**config.mk**
```make
export PLATFORM = sky130hd
export DESIGN_NAME = life_window_flat
export DESIGN_NICKNAME = d
export VERILOG_FILES = /design/src/rtl/life_window_if.sv /design/src/rtl/life_window.sv /design/src/flat_wrapper.sv
export SDC_FILE = /design/constraint.sdc
export NUM_CORES = 1
export LEC_CHECK = 0
export ABC_AREA = 0
export CAP_MARGIN = 20
export CORE_ASPECT_RATIO = 1.5
export CORE_MARGIN = 4
export CORE_UTILIZATION = 66
export DETAILED_ROUTE_END_ITERATION = 10
export DONT_BUFFER_PORTS = 1
export PLACE_DENSITY = 0.83
export SETUP_SLACK_MARGIN = 0.1
export SYNTH_ARGS = -nofsm -noshare
export SYNTH_HDL_FRONTEND = slang
export SYNTH_SLANG_ARGS = --single-unit
export TNS_END_PERCENT = 100
```
**constraint.sdc**
```tcl
create_clock -name clk -period 4.9 [get_ports clk]
set_input_delay 0.98 -clock clk [delete_from_list [all_inputs] [get_ports clk]]
set_output_delay 0.98 -clock clk [all_outputs]
set_load 0.01 [all_outputs]
```
**src/rtl/life_window_if.sv**
```systemverilog
//------------------------------------------------------------------------------
// life_window_if
// Load-stream and neighbourhood-window handshake bundle for life_window.
// The slave modport is the life_window side; the master modport is the
// producer of load cells and consumer of windows.
// Revision: 1.0 - initial release
//------------------------------------------------------------------------------
`default_nettype none

interface life_window_if #(
  parameter int LOG2X = 3,
  parameter int LOG2Y = 3
);
  logic             in_valid;
  logic             in_data;
  logic             in_ready;
  logic             out_valid;
  logic             out_ready;
  logic             c, l, r, u, d, lu, ld, ru, rd;
  logic [LOG2X-1:0] out_x;
  logic [LOG2Y-1:0] out_y;
  logic             out_last;
  logic             frame_done;

  modport master (
    output in_valid, in_data, out_ready,
    input  in_ready, out_valid, c, l, r, u, d, lu, ld, ru, rd,
    input  out_x, out_y, out_last, frame_done
  );

  modport slave (
    input  in_valid, in_data, out_ready,
    output in_ready, out_valid, c, l, r, u, d, lu, ld, ru, rd,
    output out_x, out_y, out_last, frame_done
  );
endinterface

`default_nettype wire

```
**src/rtl/life_window.sv**
```systemverilog
//------------------------------------------------------------------------------
// life_window
// Frame-buffered 3x3 neighbourhood generator. Loads one X*Y generation as a
// row-major serial stream, then presents every cell with its eight neighbours
// in row-major order on a valid/ready handshake.
// Optional feature macro: LIFE_WRAP_EN (toroidal edges; default dead edges).
// Revision: 1.0 - initial release
//------------------------------------------------------------------------------
`default_nettype none

module life_window #(
  parameter int X     = 8,
  parameter int Y     = 8,
  parameter int LOG2X = 3,
  parameter int LOG2Y = 3
) (
  input  logic          clk,
  input  logic          rst_n,
  life_window_if.slave  bus
);

  localparam int               IDXW   = $clog2(X * Y);
  localparam logic [LOG2X-1:0] c_XMAX = LOG2X'(X - 1);
  localparam logic [LOG2Y-1:0] c_YMAX = LOG2Y'(Y - 1);

  typedef enum logic [0:0] {
    S_LOAD = 1'b0,
    S_SCAN = 1'b1
  } state_t;

  state_t           r_state, w_next;
  logic [X*Y-1:0]   r_frame;
  logic [LOG2X-1:0] r_lx, r_sx;
  logic [LOG2Y-1:0] r_ly, r_sy;
  logic             r_frame_done;

  logic             w_in_ready, w_out_valid;
  logic             w_load_fire, w_scan_fire;
  logic             w_lx_end, w_ly_end, w_sx_end, w_sy_end;
  logic [LOG2X-1:0] w_xm, w_xp;
  logic [LOG2Y-1:0] w_ym, w_yp;
  logic             w_xm_ok, w_xp_ok, w_ym_ok, w_yp_ok;

  // Linear row-major index of cell (x, y); X need not be a power of two.
  function automatic logic [IDXW-1:0] f_idx(input logic [LOG2X-1:0] x,
                                            input logic [LOG2Y-1:0] y);
    return IDXW'(y) * IDXW'(X) + IDXW'(x);
  endfunction

  // Cell value, forced to 0 when the neighbour lies off the frame.
  function automatic logic f_cell(input logic [LOG2X-1:0] x,
                                  input logic [LOG2Y-1:0] y,
                                  input logic             ok);
    return ok & r_frame[f_idx(x, y)];
  endfunction

  assign w_load_fire = w_in_ready & bus.in_valid;
  assign w_scan_fire = w_out_valid & bus.out_ready;
  assign w_lx_end    = (r_lx == c_XMAX);
  assign w_ly_end    = (r_ly == c_YMAX);
  assign w_sx_end    = (r_sx == c_XMAX);
  assign w_sy_end    = (r_sy == c_YMAX);

  // State register.
  always_ff @(posedge clk or negedge rst_n) begin
    if (!rst_n) r_state <= S_LOAD;
    else        r_state <= w_next;
  end

  // Next-state and handshake outputs.
  always_comb begin
    w_next      = r_state;
    w_in_ready  = 1'b0;
    w_out_valid = 1'b0;
    case (r_state)
      S_LOAD: begin
        w_in_ready = 1'b1;
        if (w_load_fire && w_lx_end && w_ly_end) w_next = S_SCAN;
      end
      S_SCAN: begin
        w_out_valid = 1'b1;
        if (w_scan_fire && w_sx_end && w_sy_end) w_next = S_LOAD;
      end
      default: w_next = S_LOAD;
    endcase
  end

  // Load position counter; column wraps at X-1 into the next row.
  always_ff @(posedge clk or negedge rst_n) begin
    if (!rst_n) begin
      r_lx <= '0;
      r_ly <= '0;
    end else if (w_load_fire) begin
      if (w_lx_end) begin
        r_lx <= '0;
        r_ly <= w_ly_end ? '0 : r_ly + LOG2Y'(1);
      end else begin
        r_lx <= r_lx + LOG2X'(1);
      end
    end
  end

  // Scan position counter; advances only on an accepted window.
  always_ff @(posedge clk or negedge rst_n) begin
    if (!rst_n) begin
      r_sx <= '0;
      r_sy <= '0;
    end else if (w_scan_fire) begin
      if (w_sx_end) begin
        r_sx <= '0;
        r_sy <= w_sy_end ? '0 : r_sy + LOG2Y'(1);
      end else begin
        r_sx <= r_sx + LOG2X'(1);
      end
    end
  end

  // Frame store, written only by accepted load cells.
  always_ff @(posedge clk or negedge rst_n) begin
    if (!rst_n)           r_frame <= '0;
    else if (w_load_fire) r_frame[f_idx(r_lx, r_ly)] <= bus.in_data;
  end

  // One-cycle completion pulse coinciding with the return to LOAD.
  always_ff @(posedge clk or negedge rst_n) begin
    if (!rst_n) r_frame_done <= 1'b0;
    else        r_frame_done <= w_scan_fire & w_sx_end & w_sy_end;
  end

  // Neighbour coordinates with edge handling; the wrapped coordinate is
  // computed in both builds and simply masked off in the dead-edge build.
  always_comb begin
    w_xm = w_sx_end ? c_XMAX : c_XMAX;
    w_xm = (r_sx == '0) ? c_XMAX : r_sx - LOG2X'(1);
    w_xp = w_sx_end ? '0 : r_sx + LOG2X'(1);
    w_ym = (r_sy == '0) ? c_YMAX : r_sy - LOG2Y'(1);
    w_yp = w_sy_end ? '0 : r_sy + LOG2Y'(1);
`ifdef LIFE_WRAP_EN
    w_xm_ok = 1'b1;
    w_xp_ok = 1'b1;
    w_ym_ok = 1'b1;
    w_yp_ok = 1'b1;
`else
    w_xm_ok = (r_sx != '0);
    w_xp_ok = !w_sx_end;
    w_ym_ok = (r_sy != '0);
    w_yp_ok = !w_sy_end;
`endif
  end

  assign bus.in_ready   = w_in_ready;
  assign bus.out_valid  = w_out_valid;
  assign bus.out_x      = r_sx;
  assign bus.out_y      = r_sy;
  assign bus.out_last   = w_out_valid & w_sx_end & w_sy_end;
  assign bus.frame_done = r_frame_done;

  // Window bits are held at 0 outside SCAN.
  assign bus.c  = w_out_valid & f_cell(r_sx, r_sy, 1'b1);
  assign bus.l  = w_out_valid & f_cell(w_xm, r_sy, w_xm_ok);
  assign bus.r  = w_out_valid & f_cell(w_xp, r_sy, w_xp_ok);
  assign bus.u  = w_out_valid & f_cell(r_sx, w_ym, w_ym_ok);
  assign bus.d  = w_out_valid & f_cell(r_sx, w_yp, w_yp_ok);
  assign bus.lu = w_out_valid & f_cell(w_xm, w_ym, w_xm_ok & w_ym_ok);
  assign bus.ld = w_out_valid & f_cell(w_xm, w_yp, w_xm_ok & w_yp_ok);
  assign bus.ru = w_out_valid & f_cell(w_xp, w_ym, w_xp_ok & w_ym_ok);
  assign bus.rd = w_out_valid & f_cell(w_xp, w_yp, w_xp_ok & w_yp_ok);

endmodule

`default_nettype wire

```
**src/flat_wrapper.sv**
```systemverilog
// flat-port wrapper written by rule: the top's interface ports become plain ports
module life_window_flat 
#(
  parameter int X     = 8,
  parameter int Y     = 8,
  parameter int LOG2X = 3,
  parameter int LOG2Y = 3
)
  (clk, rst_n, bus_in_valid, bus_in_data, bus_out_ready, bus_in_ready, bus_out_valid, bus_c, bus_l, bus_r, bus_u, bus_d, bus_lu, bus_ld, bus_ru, bus_rd, bus_out_x, bus_out_y, bus_out_last, bus_frame_done);
  life_window_if #(.LOG2X(LOG2X), .LOG2Y(LOG2Y)) bus_i ();
  input  logic clk;
  input  logic rst_n;
  input wire logic [$bits(bus_i.in_valid)-1:0] bus_in_valid;
  input wire logic [$bits(bus_i.in_data)-1:0] bus_in_data;
  input wire logic [$bits(bus_i.out_ready)-1:0] bus_out_ready;
  output wire logic [$bits(bus_i.in_ready)-1:0] bus_in_ready;
  output wire logic [$bits(bus_i.out_valid)-1:0] bus_out_valid;
  output wire logic [$bits(bus_i.c)-1:0] bus_c;
  output wire logic [$bits(bus_i.l)-1:0] bus_l;
  output wire logic [$bits(bus_i.r)-1:0] bus_r;
  output wire logic [$bits(bus_i.u)-1:0] bus_u;
  output wire logic [$bits(bus_i.d)-1:0] bus_d;
  output wire logic [$bits(bus_i.lu)-1:0] bus_lu;
  output wire logic [$bits(bus_i.ld)-1:0] bus_ld;
  output wire logic [$bits(bus_i.ru)-1:0] bus_ru;
  output wire logic [$bits(bus_i.rd)-1:0] bus_rd;
  output wire logic [$bits(bus_i.out_x)-1:0] bus_out_x;
  output wire logic [$bits(bus_i.out_y)-1:0] bus_out_y;
  output wire logic [$bits(bus_i.out_last)-1:0] bus_out_last;
  output wire logic [$bits(bus_i.frame_done)-1:0] bus_frame_done;
  assign bus_i.in_valid = bus_in_valid;
  assign bus_i.in_data = bus_in_data;
  assign bus_i.out_ready = bus_out_ready;
  assign bus_in_ready = bus_i.in_ready;
  assign bus_out_valid = bus_i.out_valid;
  assign bus_c = bus_i.c;
  assign bus_l = bus_i.l;
  assign bus_r = bus_i.r;
  assign bus_u = bus_i.u;
  assign bus_d = bus_i.d;
  assign bus_lu = bus_i.lu;
  assign bus_ld = bus_i.ld;
  assign bus_ru = bus_i.ru;
  assign bus_rd = bus_i.rd;
  assign bus_out_x = bus_i.out_x;
  assign bus_out_y = bus_i.out_y;
  assign bus_out_last = bus_i.out_last;
  assign bus_frame_done = bus_i.frame_done;
  life_window #(.X(X), .Y(Y), .LOG2X(LOG2X), .LOG2Y(LOG2Y)) u_core (.clk(clk), .rst_n(rst_n), .bus(bus_i));
endmodule
```
# == Word-level counts from Yosys, hierarchy flattened ==
# Cells that the tools add are included.
# totals
register_bits,78
in_bits,5
# classes
add_sub_neg,16
magnitude_cmp,11
eq_ne,4
mux,32
bitwise_logic,28
n_reduce_logical,13
# op_table
operator,count
less-than comparator 6 x 7 -> 1 bit (second input constant),10
bitwise mux 64 bit,1
adder 6 x 3 -> 6 bit,10
binary-select mux 1 bit (select 6 bit),9
AND 1 bit,27
two-way mux 3 bit,6
two-way mux 1 bit,14
adder 3 x 1 -> 3 bit (second input constant),4
== test 3 bit (second input constant),4
demux 1 bit (select 6 bit),1
>= comparator 6 x 1 -> 1 bit (second input constant),1
zero test 3 bit,2
nonzero test 3 bit,2
subtractor 3 x 1 -> 3 bit (second input constant),2
logical AND 1 bit,5
AND reduction 2 bit,2
zero test 1 bit,2
one-hot mux 1 bit (2 select lines),1
NOT 1 bit,1

# == Depth between registers and ports, before layout ==
# Gate-level depths: netlist of the first run.
# logic_depth
word_depth,7
depth_mapped,14

# == Worst setup path before layout of the first run ==
# Ideal clock, no wire load.
# synth_timing
kind,register to output
startpoint,"register u_core.r_sx[1], in the netlist u_core.bus.out_x[1]"
endpoint,output port bus_lu
arrival_time_ns,2.833
required_ns,3.920
setup_slack_ns,1.087
stages_incl_launch_ff,13
path_buffers,3
path_cell_list,dfrtp_1 > buf_2 > buf_2 > inv_1 > ha_1 > and2_1 > buf_2 > nor2_4 > mux4_2 > nor2_1 > nor2_1 > mux4_2 > a22o_1
# synth_between
elab_chain_len,7
word_cells_on_any_way,10
# synth_rtl
element,line_no,rtl
"start, declared",life_window.sv:33,"logic [LOG2X-1:0] r_lx, r_sx;"
"start signal, assigned",life_window.sv:113,r_sx <= r_sx + LOG2X'(1);
subtractor 3 x 1 -> 3 bit / zero test 3 bit (equally long branches),life_window.sv:134,w_xm = (r_sx == '0) ? c_XMAX : r_sx - LOG2X'(1);
two-way mux 3 bit,life_window.sv:134,
adder 6 x 3 -> 6 bit,life_window.sv:47,return IDXW'(y) * IDXW'(X) + IDXW'(x);
binary-select mux 1 bit (select 6 bit),life_window.sv:54,"return ok & r_frame[f_idx(x, y)];"
two-way mux 1 bit (implied by the code),life_window.sv:54,
AND 1 bit (*),life_window.sv:54,
AND 1 bit (*),life_window.sv:164,"assign bus.lu = w_out_valid & f_cell(w_xm, w_ym, w_xm_ok & w_ym_ok);"
"end, declared",flat_wrapper.sv:23,output wire logic [$bits(bus_i.lu)-1:0] bus_lu;
# Every way passes the cells marked *; elsewhere a longest branch is shown, timed or not. The select of a mux whose other input is x is not followed.

# == Worst setup path after layout of the first run ==
# layout_timing
startpoint,"register u_core.r_sx[0], in the netlist u_core.bus.out_x[0]"
endpoint,output port bus_rd
# layout_between
elab_chain_len,7
word_cells_on_any_way,10
# layout_rtl
element,line_no,rtl
adder 3 x 1 -> 3 bit / == test 3 bit (equally long branches),"life_window.sv:135, life_window.sv:61",
two-way mux 3 bit (*),life_window.sv:135,w_xp = w_sx_end ? '0 : r_sx + LOG2X'(1);
net u_core.w_xp[2],life_window.sv:40,"logic [LOG2X-1:0] w_xm, w_xp;"
adder 6 x 3 -> 6 bit (*),life_window.sv:47,
binary-select mux 1 bit (select 6 bit) (*),life_window.sv:54,
two-way mux 1 bit (implied by the code) (*),life_window.sv:54,
AND 1 bit (*),life_window.sv:54,
AND 1 bit (*),life_window.sv:167,"assign bus.rd = w_out_valid & f_cell(w_xp, w_yp, w_xp_ok & w_yp_ok);"
"end, declared",flat_wrapper.sv:26,output wire logic [$bits(bus_i.rd)-1:0] bus_rd;
# The timed path passes the listed nets; every way through them passes the cells marked *. The select of a mux whose other input is x is not followed.

==> results.yml, run 1 <==
grt:
  grt_overflow: 0
  antenna_found_initial: 0
  grt_pass1_wl_um: 27000
  grt_pass1_vias: 5108
  grt_max_degree: 79
  track_usage_pct: 32.2
timing:
  finalWorstPathRequiredPeriod_ns: 4.51
  period_share_pct: 92.1
  holdWs_ns: 0.325
  rsz0062_at_grt: "false"
  finClkSkew_ns: 0.00759
  fin_tns_setup_ns: 0
  max_freq_mhz: 222
  worst_slew_pin_slew_ns: 1.01
  setup_violations: 0
  hold_viol: 0
  finalMaxSlewViolations: 0
  relSlewSlack_pct: 31.9
detailed_routing:
  drtPass1Iterations: 5
  routed_wl_um: 17100
  num_vias: 5207
  drc: 0
  antenna_left: 0
  wl_met2_um: 8760
  top_layer: "met4"
  wl_met1_um: 6310
  met3_length_um: 1270
  drtIter0Drc: 633
  viasPerCell: 7.25
  wl_per_cell_um: 23.8
min_path:
  worstHoldPathType: "in -> async"
setup_path:
  cp_max_fo: 16
  path_class: "reg -> out"
  required_ns: 3.92
  arrival_ns: 3.53
  cp-start-kind: "flop"
  worst_setup_path_end_kind: "output pin"
placed_design:
  dpl_cell_area_um2: 6150
  gp_congestion: 0.954
  portBuffers: 0
  hpwl_um: 12600
cts:
  cts_root_buf: "clkbuf_16"
  insertion_delay_ns: 0.34
  cts_setup_buffers: 0
  cts.sinks: 78
  postCtsHoldBufs: 0
  htree_levels: 3
  path_clk_slew_ns: 0.06
  clk_path_buf_depth: 2
  cts_resized: 0
  cts_tree: "built"
  numCtsBuffers: 9
logic_synthesis:
  ys_warn_count: 0
  synth-edff-count: 0
  synth_top_area_cell: "dfrtp_1"
  ys_ff_latch: 78
  synthTopCellsByCount: "mux2_2 (79), dfrtp_1 (78), nand2_1 (72), nor2_1 (71), mux4_2 (33)"
  synth_async_sr_flop_share_pct: 100
  synthFlopType: "dfrtp_1"
  syn_avg_cell_area_um2: 9.84
  syn_area_um2: 6150
  synthCells: 625
  synth_top_area_share_pct: 31.7
  ys_seq_area_share_pct: 31.7
  ys_types: 63
  syn_nets: 642
  synth_area_leaders: "dfrtp_1 (32%), mux2_2 (14%), mux4_2 (12%)"
  yosysMostFrequentCell: "mux2_2"
power_and_ir_drop:
  sw_frac_of_total_pct: 45.9
  leakagePower_nw: 2.71
  seqPwrFrac_pct: 20.3
  power_switching_mw: 1.61
  ir_drop_mv: 0.526
  power_frac_clock_pct: 17.7
  p_per_area_nw_per_um2: 547
  finalPower_mw: 3.52
  intPower_mw: 1.90
  combPwrFrac_pct: 62.0
finish:
  final_area_um2: 6430
  drive_gt1_share_pct: 26.0
  area_growth_syn_to_layout_pct: 4.52
  final_core_util_pct: 71.5
  fin_nets: 621
  diodes: 0
die:
  die_h_um: 126
  start_util_pct: 68.4
  row_count: 42
  coreArea_um2: 8990
  die_x_um: 86.8
  pin_count: 24
  die_area_um2: 11000
run:
  max-cap-violations: 0
outcome:
  status: "completed"
## power groups by stage
stage / combinational [mW] / clock, mW / sequential, mW
after floorplan: 1.68 / 0 / 0.722
after global placement: 2.09 / 0 / 0.725
after detailed placement: 2.13 / 0 / 0.727
after CTS: 2.14 / 0.627 / 0.715
after global routing: 2.32 / 0.655 / 0.721
final: 2.18 / 0.621 / 0.715
## final timing paths
kind | from | end | slack [ns] | cells past startpoint
max | u_core.bus.out_x[0]$_DFFE_PN0P_ | bus_rd | 0.39 | 10
min | rst_n | u_core.bus.out_y[2]$_DFFE_PN0P_ | 0.32 | 0
max reg2reg | u_core.r_state$_DFF_PN0_ | u_core.r_frame[10]$_DFFE_PN0P_ | 2.37 | 5
min reg2reg | u_core.bus.out_y[0]$_DFFE_PN0P_ | u_core.bus.out_y[0]$_DFFE_PN0P_ | 0.57 | 1
max in group asynchronous | rst_n | u_core.r_frame[37]$_DFFE_PN0P_ | 4.42 | 0
min in group clk | u_core.bus.out_y[0]$_DFFE_PN0P_ | u_core.bus.out_y[0]$_DFFE_PN0P_ | 0.57 | 1
## layout make-up
cell class	instances	area [µm²]
Clock buffer	12	256
Clock inverter	3	20.0
Fill cell	653	2560
Inverter	16	60.1
Multi-Input combinational cell	481	3870
Sequential cell	78	1950
Tap cell	110	138
Timing Repair Buffer	18	135
## layer usage
metal	up-vias	global-route usage, %
li1	2279	-
met1	2566	38.8
met2	299	54.5
met3	63	5.16
met4	0	16.8
met5	-	0
## sequential cells by signal, summed over array words and instances (netlist names)
signal	cells
u_core.bus.out_y	3
u_core.r_ly	3
u_core.r_state	1
u_core.bus.out_x	3
u_core.r_lx	3
u_core.bus.frame_done	1
u_core.r_frame	64
## cell usage in the layout, fill, tap and decap left out, types with 6 or more instances in the layout
cell type,n
a311oi_1,7
nor2b_1,14
nor3b_1,6
clkbuf_16,9
nor3_1,15
nor4_1,6
o21ai_0,10
nor2_1,71
mux4_2,33
nand3_1,11
a31oi_1,6
mux2i_1,23
mux2_2,79
o21bai_1,6
a21oi_1,18
nand2b_1,9
inv_1,12
nand2_1,72
a211oi_1,15
ha_1,12
buf_4,18
dfrtp_1,77
## kinds of logic after synthesis
logic type,synth area share (%)
mux,30.3
buf+inv,5.41
flops,31.7
simple gates,17.2
compound gates,13.0
fa+ha+maj,2.44
## critical path, stage by stage, from the launching register on
cell	delay, ns
dfrtp_2	0.43
ha_1	0.20
ha_1	0.64
buf_4	0.35
mux4_2	0.54
a22oi_1	0.35
mux4_2	0.32
nand2_1	0.05
o21ai_1	0.08
nor3_1	0.06
buf_4	0.15
## stage by stage
step	instances	setup slack, ns
after global routing	718	0.230
final	718	0.387
after global placement	703	0.881
after detailed placement	703	0.796
after floorplan	625	1.09
after CTS	718	0.424
No activity file was read; power rests on OpenSTA's default activity.
==> run 2, diff against run 1 <==
--- a/config.mk
+++ b/config.mk
@@ -9,10 +9,10 @@
 export CAP_MARGIN = 20
 export CORE_ASPECT_RATIO = 1.5
 export CORE_MARGIN = 4
-export CORE_UTILIZATION = 66
+export CORE_UTILIZATION = 59
 export DETAILED_ROUTE_END_ITERATION = 10
 export DONT_BUFFER_PORTS = 1
-export PLACE_DENSITY = 0.83
+export PLACE_DENSITY = 0.79
 export SETUP_SLACK_MARGIN = 0.1
 export SYNTH_ARGS = -nofsm -noshare
 export SYNTH_HDL_FRONTEND = slang
==> constraint.sdc (replaced) <==
create_clock -name clk -period 4.05 [get_ports clk]
set_input_delay 0.81 -clock clk [delete_from_list [all_inputs] [get_ports clk]]
set_output_delay 0.81 -clock clk [all_outputs]
set_load 0.01 [all_outputs]
==> results.yml, run 2 (synthesis results as in run 1) <==
timing:
  hold_viol: 0
  period_share_pct: 95.0
  finClkSkew_ns: 0.00652
  finalWorstPathRequiredPeriod_ns: 3.85
  worst_slew_pin_slew_ns: 0.986
  finalMaxSlewViolations: 0
  setup_violations: 0
  relSlewSlack_pct: 33.8
  max_freq_mhz: 260
  fin_tns_setup_ns: 0
  rsz0062_at_grt: "true"
finish:
  top_register: "u_core.r_frame"
  largest_reg_flops: 64
  fin_nets: 634
  drive_gt1_share_pct: 30.1
  final_cell_mix: "mux2_2 (79), dfrtp_1 (77), nand2_1 (72), nor2_1 (71), mux4_2 (33)"
  area_growth_syn_to_layout_pct: 8.36
  instances_no_fill: 739
  final_common_cell: "mux2_2"
  diodes: 0
  n_fill_cell: 758
setup_path:
  cp_num_buf_inv: 3
  path_cells: "inv_4 > ha_1 > buf_4 > nor3_4 > buf_12 > nor2_4 > mux4_2 > nor2_1 > nor2_1 > mux4_2 > a22o_1"
  rr_worst_depth: 5
  worst_setup_path_end_kind: "output pin"
  slowest_stage: "mux4_2"
  rrSetupSlack_ns: 1.55
  path_class: "reg -> out"
  arrival_ns: 3.04
  cp-start-kind: "flop"
  cp.depth: 11
  cp_max_fo: 12
  required_ns: 3.24
  cpLargestDelayFamily: "multiplexers"
  worstReg2RegStart: "u_core.r_state$_DFF_PN0_"
  cpPeakStageDelay_ns: 0.50
  r2r-end: "u_core.r_frame[50]$_DFFE_PN0P_"
cts:
  clk_path_buf_depth: 2
  cts_tree: "built"
  insertion_delay_ns: 0.34
  numCtsBuffers: 9
  htree_levels: 3
  cts.sinks: 78
  cts_root_buf: "clkbuf_16"
  path_clk_slew_ns: 0.06
die:
  start_util_pct: 60.7
  coreArea_um2: 10100
  pin_count: 24
  die_h_um: 133
  die_area_um2: 12200
  row_count: 45
  die_x_um: 91.4
detailed_routing:
  drc: 0
  routed_wl_um: 17400
  drtPass1Iterations: 5
  num_vias: 5254
  viasPerCell: 7.11
  wl_per_cell_um: 23.5
  antenna_left: 0
  drtIter0Drc: 506
grt:
  grt_max_degree: 79
  antenna_found_initial: 0
  grt_pass1_vias: 5169
  track_usage_pct: 29.0
  grt_pass1_wl_um: 27500
  grt_overflow: 0
placed_design:
  portBuffers: 0
  hpwl_um: 13000
  gp_congestion: 1.00
  dp.cells: 719
power_and_ir_drop:
  ir_drop_mv: 0.379
  leakagePower_nw: 2.81
  p_per_area_nw_per_um2: 689
min_path:
  worstHoldPathType: "in -> async"
run:
  max-cap-violations: 0
outcome:
  status: "completed"
run 2: cell count changes in the layout (fill, tap and decap cells not counted), sizes merged:
cell      change
clkbuf        +1
buf          +13
bufinv        +1
clkinvlp      -1
run 2: worst register-to-register path, delay by kind of cell (launching register included):
family	cells	cell delay, ns
and+or+nand+nor	3	1.30
muxes	1	0.31
buffers and inverters	1	0.25
DFF	1	0.53
run 2: worst max path at each step:
stage,startpoint,end,slack (ns)
final,u_core.bus.out_x[0]$_DFFE_PN0P_,bus_lu,0.20
after global routing,u_core.bus.out_x[0]$_DFFE_PN0P_,bus_rd,0.09
after CTS,u_core.bus.out_x[1]$_DFFE_PN0P_,bus_rd,0.10
after detailed placement,u_core.bus.out_x[1]$_DFFE_PN0P_,bus_ru,0.22
after global placement,u_core.bus.out_x[1]$_DFFE_PN0P_,bus_ru,0.27
after floorplan,u_core.bus.out_x[1]$_DFFE_PN0P_,bus_lu,0.41
run 2: area by class of cell:
type                            count  area (µm²)  share of cell area, %
Multi-Input combinational cell    481        3940                   59.1
Sequential cell                    78        1950                   29.3
Clock buffer                       13         260                   3.90
Timing Repair Buffer               31         260                   3.90
Tap cell                          117         146                   2.20
Inverter                           16        62.6                  0.939
Clock inverter                      3        42.5                  0.638
run 2: metrics by stage:
stage	total power, mW	hold WS (ns)	worst slack [ns]	utilization [%]	instance area [µm²]
after floorplan	2.90	0.498	0.407	-	6150
after global placement	3.47	0.514	0.268	61.5	6230
after detailed placement	3.52	0.517	0.219	61.5	6230
after CTS	4.37	0.153	0.103	64.7	6550
after global routing	4.83	0.151	0.0926	65.8	6670
final	4.59	0.157	0.202	65.8	6670
run 2: report_power, final:
group / switching (mW) / total (mW) / internal, mW / leakage [nW]
Sequential: 0.0786 / 0.893 / 0.814 / 1.07
Combinational: 1.64 / 2.87 / 1.23 / 1.59
Clock: 0.319 / 0.829 / 0.510 / 0.146
Total: 2.04 / 4.59 / 2.55 / 2.81
run 2: layer usage:
layer	routed length [µm]	part of all wire (%)	global-route usage [%]	vias to the layer above
met2	8840	51	49.4	289
met3	1110	6.4	3.98	80
met4	942	5.4	18.0	0
met1	6480	37	34.2	2584
met5	0	0	0	-
li1	-	-	-	2301
run 2: repair_timing:
action,CTS,global route
setup endpoints to repair,3,7
resized for setup,7,18
endpoints found under the hold margin,0,0
hold buffers,0,0
pin swaps,0,3
buffers inserted,0,4
==> run 3, diff against run 2 <==
--- a/config.mk
+++ b/config.mk
@@ -7,7 +7,6 @@
 export LEC_CHECK = 0
 export ABC_AREA = 0
 export CAP_MARGIN = 20
-export CORE_ASPECT_RATIO = 1.5
 export CORE_MARGIN = 4
 export CORE_UTILIZATION = 59
 export DETAILED_ROUTE_END_ITERATION = 10
==> results.yml, run 3 (synthesis results as in run 1) <==
placed_design:
  pre_cts_slack_ns: 0.275
  gp_congestion: 0.992
  hpwl_um: 12500
  portBuffers: 0
  dpl_cell_area_um2: 6240
finish:
  final_core_util_pct: 64.2
  diodes: 0
  n_fill_cell: 778
  final_area_um2: 6570
  area_growth_syn_to_layout_pct: 6.83
  largest_reg_flops: 64
  fin_nets: 631
  drive_gt1_share_pct: 30.2
  final_cell_mix: "mux2_2 (79), dfrtp_1 (77), nand2_1 (71), nor2_1 (71), mux4_2 (33)"
  top_register: "u_core.r_frame"
  final_common_cell: "mux2_2"
setup_path:
  cp-start-kind: "flop"
  cp_num_buf_inv: 1
  worst_setup_path_end_kind: "output pin"
  cpPeakStageDelay_ns: 0.54
  path_class: "reg -> out"
  path_cells: "inv_1 > ha_2 > or3_4 > nand2_8 > a211oi_1 > o32ai_2 > nor2_1 > mux4_2 > a22o_1"
  required_ns: 3.24
  arrival_ns: 3.10
  slowest_stage: "mux4_2"
  cp_max_fo: 10
  cpLargestDelayFamily: "simple AND/OR/NAND/NOR gates"
grt:
  grt_max_degree: 79
  grt_overflow: 0
  antenna_found_initial: 0
  grt_pass1_wl_um: 27800
  track_usage_pct: 30.2
  grt_pass1_vias: 5216
die:
  die_x_um: 110
  die_area_um2: 12100
  coreArea_um2: 10200
  die_h_um: 110
  pin_count: 24
  start_util_pct: 60.1
  row_count: 37
timing:
  fin_tns_setup_ns: 0
  hold_viol: 0
  finClkSkew_ns: 0.00873
  setup_ws_ns: 0.143
  period_share_pct: 96.5
  finalMaxSlewViolations: 0
  setup_violations: 0
  finalWorstPathRequiredPeriod_ns: 3.91
  worst_slew_pin_slew_ns: 1.04
  max_freq_mhz: 256
  rsz0062_at_grt: "true"
  relSlewSlack_pct: 30.0
power_and_ir_drop:
  power_frac_clock_pct: 14.0
  p_per_area_nw_per_um2: 670
  intPower_mw: 2.35
  leakagePower_nw: 2.75
  finalPower_mw: 4.40
  sw_frac_of_total_pct: 46.7
  ir_drop_mv: 0.617
  power_switching_mw: 2.05
  seqPwrFrac_pct: 19.8
  combPwrFrac_pct: 66.3
detailed_routing:
  num_vias: 5245
  antenna_left: 0
  wl_per_cell_um: 22.9
  drtIter0Drc: 764
  drtPass1Iterations: 6
  routed_wl_um: 17300
  drc: 0
  viasPerCell: 6.95
cts:
  clk_path_buf_depth: 2
  cts.sinks: 78
  path_clk_slew_ns: 0.09
  cts_tree: "built"
  cts_root_buf: "clkbuf_8"
  numCtsBuffers: 9
  htree_levels: 3
  insertion_delay_ns: 0.38
min_path:
  worstHoldPathType: "in -> async"
run:
  max-cap-violations: 0
outcome:
  status: "completed"
run 3: changes by cell type in the layout (fill, tap and decap cells not counted), sizes merged:
cell,before,now
buf,31,28
clkbuf,13,10
inv,13,15
clkinv,4,5
run 3: path summary, 6_finish.rpt:
kind                       depth (start not counted)                              end                            start  slack (ns)
max                                                9                           bus_lu  u_core.bus.out_x[1]$_DFFE_PN0P_        0.14
min                                                0   u_core.r_frame[39]$_DFFE_PN0P_                            rst_n        0.12
max reg2reg                                        5   u_core.r_frame[44]$_DFFE_PN0P_         u_core.r_state$_DFF_PN0_        1.53
min reg2reg                                        1   u_core.r_frame[21]$_DFFE_PN0P_   u_core.r_frame[21]$_DFFE_PN0P_        0.59
max in group asynchronous                          0  u_core.bus.out_x[0]$_DFFE_PN0P_                            rst_n        3.77
min in group clk                                   1   u_core.r_frame[48]$_DFFE_PN0P_                      bus_in_data        0.58
run 3: layout make-up:
cell class                      instances  area (µm²)  area share [%]
Clock buffer                           10         138            2.09
Clock inverter                          6        68.8            1.05
Inverter                               16        60.1           0.914
Multi-Input combinational cell        481        3950            60.1
Sequential cell                        78        1950            29.7
Tap cell                              136         170            2.59
Timing Repair Buffer                   28         230            3.50
run 3: worst reg2reg max path: stages, from the launching register on:
cell      delay [ns]
dfrtp_1         0.53
clkinv_1        0.27
nand2_1         0.26
nor3_1          0.90
nand2_1         0.14
mux2_2          0.31
run 3: power groups by stage:
| stage | Sequential [mW] | Combinational [mW] | Clock [mW] |
|---|---|---|---|
| final | 0.871 | 2.92 | 0.614 |
| after global placement | 0.878 | 2.57 | 0 |
| after global routing | 0.879 | 3.12 | 0.653 |
| after CTS | 0.868 | 2.68 | 0.624 |
| after detailed placement | 0.881 | 2.63 | 0 |
| after floorplan | 0.873 | 2.03 | 0 |
run 3: metrics by stage:
stage | hold slack, ns | cells
after floorplan | 0.498 | 625
after global placement | 0.516 | 736
after detailed placement | 0.516 | 736
after CTS | 0.103 | 752
after global routing | 0.102 | 755
final | 0.118 | 755
run 3: layer usage:
metal	share of wire, %	up-vias	global-route usage (%)
li1	-	2295	-
met4	3.1	0	12.7
met3	11	53	8.27
met1	39	2563	40.2
met2	47	334	46.7
met5	0	-	0
run 3: timing repair:
| action | in CTS | in global routing |
|---|---|---|
| pin swaps | 0 | 2 |
| resized for setup | 9 | 20 |
| endpoints found under the setup margin | 6 | 7 |
| setup buffers | 0 | 3 |
| hold buffers | 0 | 0 |
